==> config.mk <==
export PLATFORM = sky130hd
export DESIGN_NAME = imuldiv_div_issue_unit
export DESIGN_NICKNAME = d
export VERILOG_FILES = /design/src/rtl/imuldiv_div_issue_unit.sv
export SDC_FILE = /design/constraint.sdc
export NUM_CORES = 1
export LEC_CHECK = 0
export CAP_MARGIN = 20
export CORE_MARGIN = 2
export CORE_UTILIZATION = 39
export CTS_BUF_LIST = sky130_fd_sc_hd__clkbuf_2
export DETAILED_ROUTE_END_ITERATION = 8
export HOLD_SLACK_MARGIN = 0.03
export PLACE_DENSITY_LB_ADDON = 0.1
export SYNTH_ARGS = -nofsm -noshare
export SYNTH_HDL_FRONTEND = slang
export SYNTH_SLANG_ARGS = --single-unit
==> constraint.sdc <==
create_clock -name clk -period 2 [get_ports clk]
set_input_delay 0.2 -clock clk [delete_from_list [all_inputs] [get_ports clk]]
set_output_delay 0.2 -clock clk [all_outputs]
set_load 0.05 [all_outputs]
==> src/rtl/imuldiv_div_issue_unit.sv <==
// Issue/collect unit between execute and the iterative divider: one operation in flight.
// Optional IMULDIV_DIV_ZERO_BYPASS_EN completes divide-by-zero locally with RISC-V results.
module imuldiv_div_issue_unit #(
    parameter int unsigned TAG_W = 5
) (
    input  logic             clk,
    input  logic             reset,

    input  logic             cmd_val,
    output logic             cmd_rdy,
    input  logic [1:0]       cmd_op,
    input  logic [31:0]      cmd_a,
    input  logic [31:0]      cmd_b,
    input  logic [TAG_W-1:0] cmd_tag,

    output logic             divreq_msg_fn,
    output logic [31:0]      divreq_msg_a,
    output logic [31:0]      divreq_msg_b,
    output logic             divreq_val,
    input  logic             divreq_rdy,

    input  logic [63:0]      divresp_msg_result,
    input  logic             divresp_val,
    output logic             divresp_rdy,

    output logic             wb_val,
    input  logic             wb_rdy,
    output logic [31:0]      wb_data,
    output logic [TAG_W-1:0] wb_tag
);

    typedef enum logic [1:0] {
        IDLE = 2'd0,
        REQ  = 2'd1,
        WAIT = 2'd2,
        WB   = 2'd3
    } state_t;

    state_t           state;
    state_t           state_next;

    logic [1:0]       op_q;
    logic [31:0]      a_q;
    logic [31:0]      b_q;
    logic [TAG_W-1:0] tag_q;
    logic [31:0]      result_q;

    logic             cmd_fire;
    logic             divreq_fire;
    logic             divresp_fire;
    logic             wb_fire;
    logic             zero_divisor;

    // Handshake outputs depend on state only, so no val-to-rdy path exists.
    assign cmd_rdy     = (state == IDLE);
    assign divreq_val  = (state == REQ);
    assign divresp_rdy = (state == WAIT);
    assign wb_val      = (state == WB);

    assign cmd_fire     = cmd_val     & cmd_rdy;
    assign divreq_fire  = divreq_val  & divreq_rdy;
    assign divresp_fire = divresp_val & divresp_rdy;
    assign wb_fire      = wb_val      & wb_rdy;

    assign zero_divisor = (cmd_b == '0);

    // fn is gated so it reads 0 outside REQ even though op_q resets to DIV.
    assign divreq_msg_fn = divreq_val & ~op_q[0];
    assign divreq_msg_a  = a_q;
    assign divreq_msg_b  = b_q;

    assign wb_data = result_q;
    assign wb_tag  = tag_q;

    always_comb begin
        state_next = state;
        case (state)
            IDLE: begin
                if (cmd_fire) begin
`ifdef IMULDIV_DIV_ZERO_BYPASS_EN
                    state_next = zero_divisor ? WB : REQ;
`else
                    state_next = REQ;
`endif
                end
            end
            REQ: begin
                if (divreq_fire) state_next = WAIT;
            end
            WAIT: begin
                if (divresp_fire) state_next = WB;
            end
            WB: begin
                if (wb_fire) state_next = IDLE;
            end
            default: state_next = IDLE;
        endcase
    end

    always_ff @(posedge clk) begin
        if (reset) begin
            state    <= IDLE;
            op_q     <= '0;
            a_q      <= '0;
            b_q      <= '0;
            tag_q    <= '0;
            result_q <= '0;
        end else begin
            state <= state_next;
            if (cmd_fire) begin
                op_q  <= cmd_op;
                a_q   <= cmd_a;
                b_q   <= cmd_b;
                tag_q <= cmd_tag;
`ifdef IMULDIV_DIV_ZERO_BYPASS_EN
                if (zero_divisor) result_q <= cmd_op[1] ? cmd_a : '1;
`endif
            end
            if (divresp_fire) begin
                result_q <= op_q[1] ? divresp_msg_result[63:32] : divresp_msg_result[31:0];
            end
        end
    end

`ifndef IMULDIV_DIV_ZERO_BYPASS_EN
    logic unused_zero_divisor;
    assign unused_zero_divisor = zero_divisor;
`endif

endmodule
==> summary.md <==
| Metric | Value |
|---|---|
| Run status | completed |
| Critical Path Slowest Stage Cell | dfxtp_1 |
| FILL cells | 960 |
| Fin. Hold Viols | 0 |
| Fraction of layout cells with a size suffix above 1 | 8.53% |
| Switching part of the total | 47.1% |
| Comb power frac | 52.7% |
| Via count | 4019 |
| CP cell instances | inv_1 > ha_1 > nor2b_1 > buf_4 |
| Worst setup margin | 171 ps |
| Worst Skew | 9.21 ps |
| Postcts setup bufs | 0 |
| Synth unique cells | 18 |
| IO Count | 247 |
| Post-CTS sizing | 70 |
| CTS tree | done |
| Commonest cells in the netlist | 143 x nand2_1, 105 x dfxtp_1, 71 x a21oi_1 |
| Total global routing overflow | 0 |
| CP Data Arrival Time | 1630 ps |
| Power Density | 1100 nW/um^2 |
| Peak Freq | 0.547 GHz |
| Net Switching | 3520 uW |
| Crit path kind | register to output port |
| Cell Area, Synth | 4230 um^2 |
| Asr flop ratio synth | 0% |
| Hold buffer count at CTS | 0 |
| Vias in the first global route | 3991 |
| Initial drt markers | 119 |
| Ant. Diodes | 0 |
| Synth Flop Type | dfxtp_1 |
| Die width | 108 um |
| DRC | 0 |
| Min Clock Period, post-route | 1830 ps |
| CTS max path bufs | 2 |
| Worst-margin pin slew | 660 ps |
| Synth top area cells | dfxtp_1 50%, nand2_1 13%, a211oi_2 8.6% |
| Total Wirelength | 12.2 mm |
| Die Height | 108 um |
| Routed Antenna Nets | 0 |
| DRT Pass-1 Iters | 4 |
| Final Cycle Share | 91.5% |
| Utilization after layout | 63.7% |
| Starting Density | 39.5% |
| Setup violations, final | 0 |
| Sequential fraction of the synthesis area | 49.7% |
| Synthesized Nets | 618 |
| Post-synth top area share | 49.7% |
| Row Count | 38 |
| Maxcap violations | 0 |
| Clock sink count | 105 |
| Most area-hungry cell type in the Yosys netlist | dfxtp_1 |
| First-pass GRT wire length | 18.9 mm |
| Ys Warns | 0 |
| Final setup TNS | 0 ps |
| Drt wl/cell | 14.5 um |
| Clk pwr share | 11.0% |
| Final nets | 843 |
| TritonCTS buffer count | 9 |
| Core ar. | 10700 um^2 |
| R2R cell count | 5 |
| P_int | 3960 uW |
| CP bufs+invs | 2 |
| RSZ-0062 raised after global routing | false |
| Worst slew margin | 56.0% |
| Crit start category | register |
| Full die area | 11700 um^2 |
| Gr usage total | 20.3% |
| Synthesized area per cell | 8.93 um^2 |
| H-tree Lvls | 3 |
| Sequential power share | 36.3% |
| Kind of cell adding the most delay to the critical path | flip-flops |
| Synth Instances | 473 |
| Clk slew on worst S/H paths | 250 ps |
| Max VDD drop | 0.604 mV |
| Worst hold stages | 3 |
| WP data required | 1800 ps |
| CTS Root Cell | clkbuf_2 |
| Post-DP HPWL | 8.95 mm |
| Placer Congestion | 0.753 |
| Worst path max stage delay | 450 ps |
| Final Power | 7480 uW |
| Pins Over Slew Limit | 0 |
| CP max FO | 4 |
| CP endpoint kind | output port |
| Register bit count reported by yosys | 105 |
| Place WS | 425 ps |
| Largest net degree at the start of global routing | 72 |
| Worst min path class | input port to register |
| Leak | 0.00323 uW |
| Crit. path cell count | 4 |
| Synth-to-layout area growth | 61.2% |
| Count leader, synth | nand2_1 |
| Number of enable flip-flop cells after synthesis | 0 |
| Routed vias/inst | 4.77 |
| Worst-Skew Late Latency | 540 ps |
| Buffers on Ports | 246 |
| Initial antenna violation count | 0 |
metrics by stage:
stage          cells  instance area (um^2)  hold WS (ps)
2_1_floorplan    473                  4230           336
3_3_place_gp     827                  6740           441
3_5_place_dp     827                  6740           447
4_1_cts          843                  6730          97.9
5_1_grt          843                  6810          69.5
6_report         843                  6810           160
layer usage:
metal | part of all wire [%] | global-route usage (%)
met1 | 37 | 21.8
met2 | 50 | 36.3
met3 | 10 | 7.66
met4 | 2.1 | 7.42
met5 | 0 | 0
path summary, 6_finish.rpt:
| check | slack, ps | start | to |
|---|---|---|---|
| max | 170 | state[1] | divreq_msg_fn |
| min | 160 | cmd_b[28] | divreq_msg_b[28] |
| max reg2reg | 380 | state[0] | state[0] |
| min reg2reg | 470 | divreq_msg_a[21] | divreq_msg_a[21] |
placed cells by master, fill, tap and decap left out, drive strengths merged, types with 4 or more instances in the layout:
cell,Yosys,final
clkbuf,10,12
clkdlybuf4s50,0,139
dlymetal6s2s,0,31
a211oi,32,32
dfxtp,105,105
dlygate4sd2,0,70
nor2b,4,4
ha,4,4
nand2,143,143
buf,28,12
mux2i,34,34
a21oi,71,71
nor2,32,32
state kept, by name (all words and copies together) (netlist names):
name          flops
wb_tag            5
divreq_msg_a     32
op_q              2
divreq_msg_b     32
state             2
wb_data          32
tightest hold or removal path, cell delays in order:
cell and delay, ps:
clkdlybuf4s50_1 390, nand2_1 50, a21oi_1 50
area by class of cell:
type | count | area, um^2 | share of cell area, %
tap | 140 | 175 | 2.57
sequential | 105 | 2100 | 30.9
multi-input combinational | 327 | 1880 | 27.7
inverter | 3 | 11.3 | 0.165
clock buffer | 12 | 60.1 | 0.882
timing repair buffer | 252 | 2560 | 37.5
clock inverter | 4 | 20.0 | 0.294
cell families (layout without fill, tap and decap cells):
group | Yosys count | after routing | synth area share (%)
AO/OA/AOI/OAI | 105 | 105 | 18.4
adder cells (fa/ha/maj) | 4 | 4 | 1.18
buffers and inverters | 41 | 271 | 5.77
flip-flops | 105 | 105 | 49.7
multiplexers | 34 | 34 | 8.05
AND/OR/NAND/NOR | 184 | 184 | 16.9
power groups by stage:
| stage | sequential (uW) | clock [uW] | combinational [uW] |
|---|---|---|---|
| 6_report | 2710 | 823 | 3940 |
| 5_1_grt | 2770 | 955 | 4200 |
| 4_1_cts | 2720 | 866 | 4000 |
| 3_5_place_dp | 2780 | 0 | 4160 |
| 3_3_place_gp | 2750 | 0 | 4090 |
| 2_1_floorplan | 4060 | 0 | 1530 |
No activity file was read; power rests on OpenSTA's default activity.
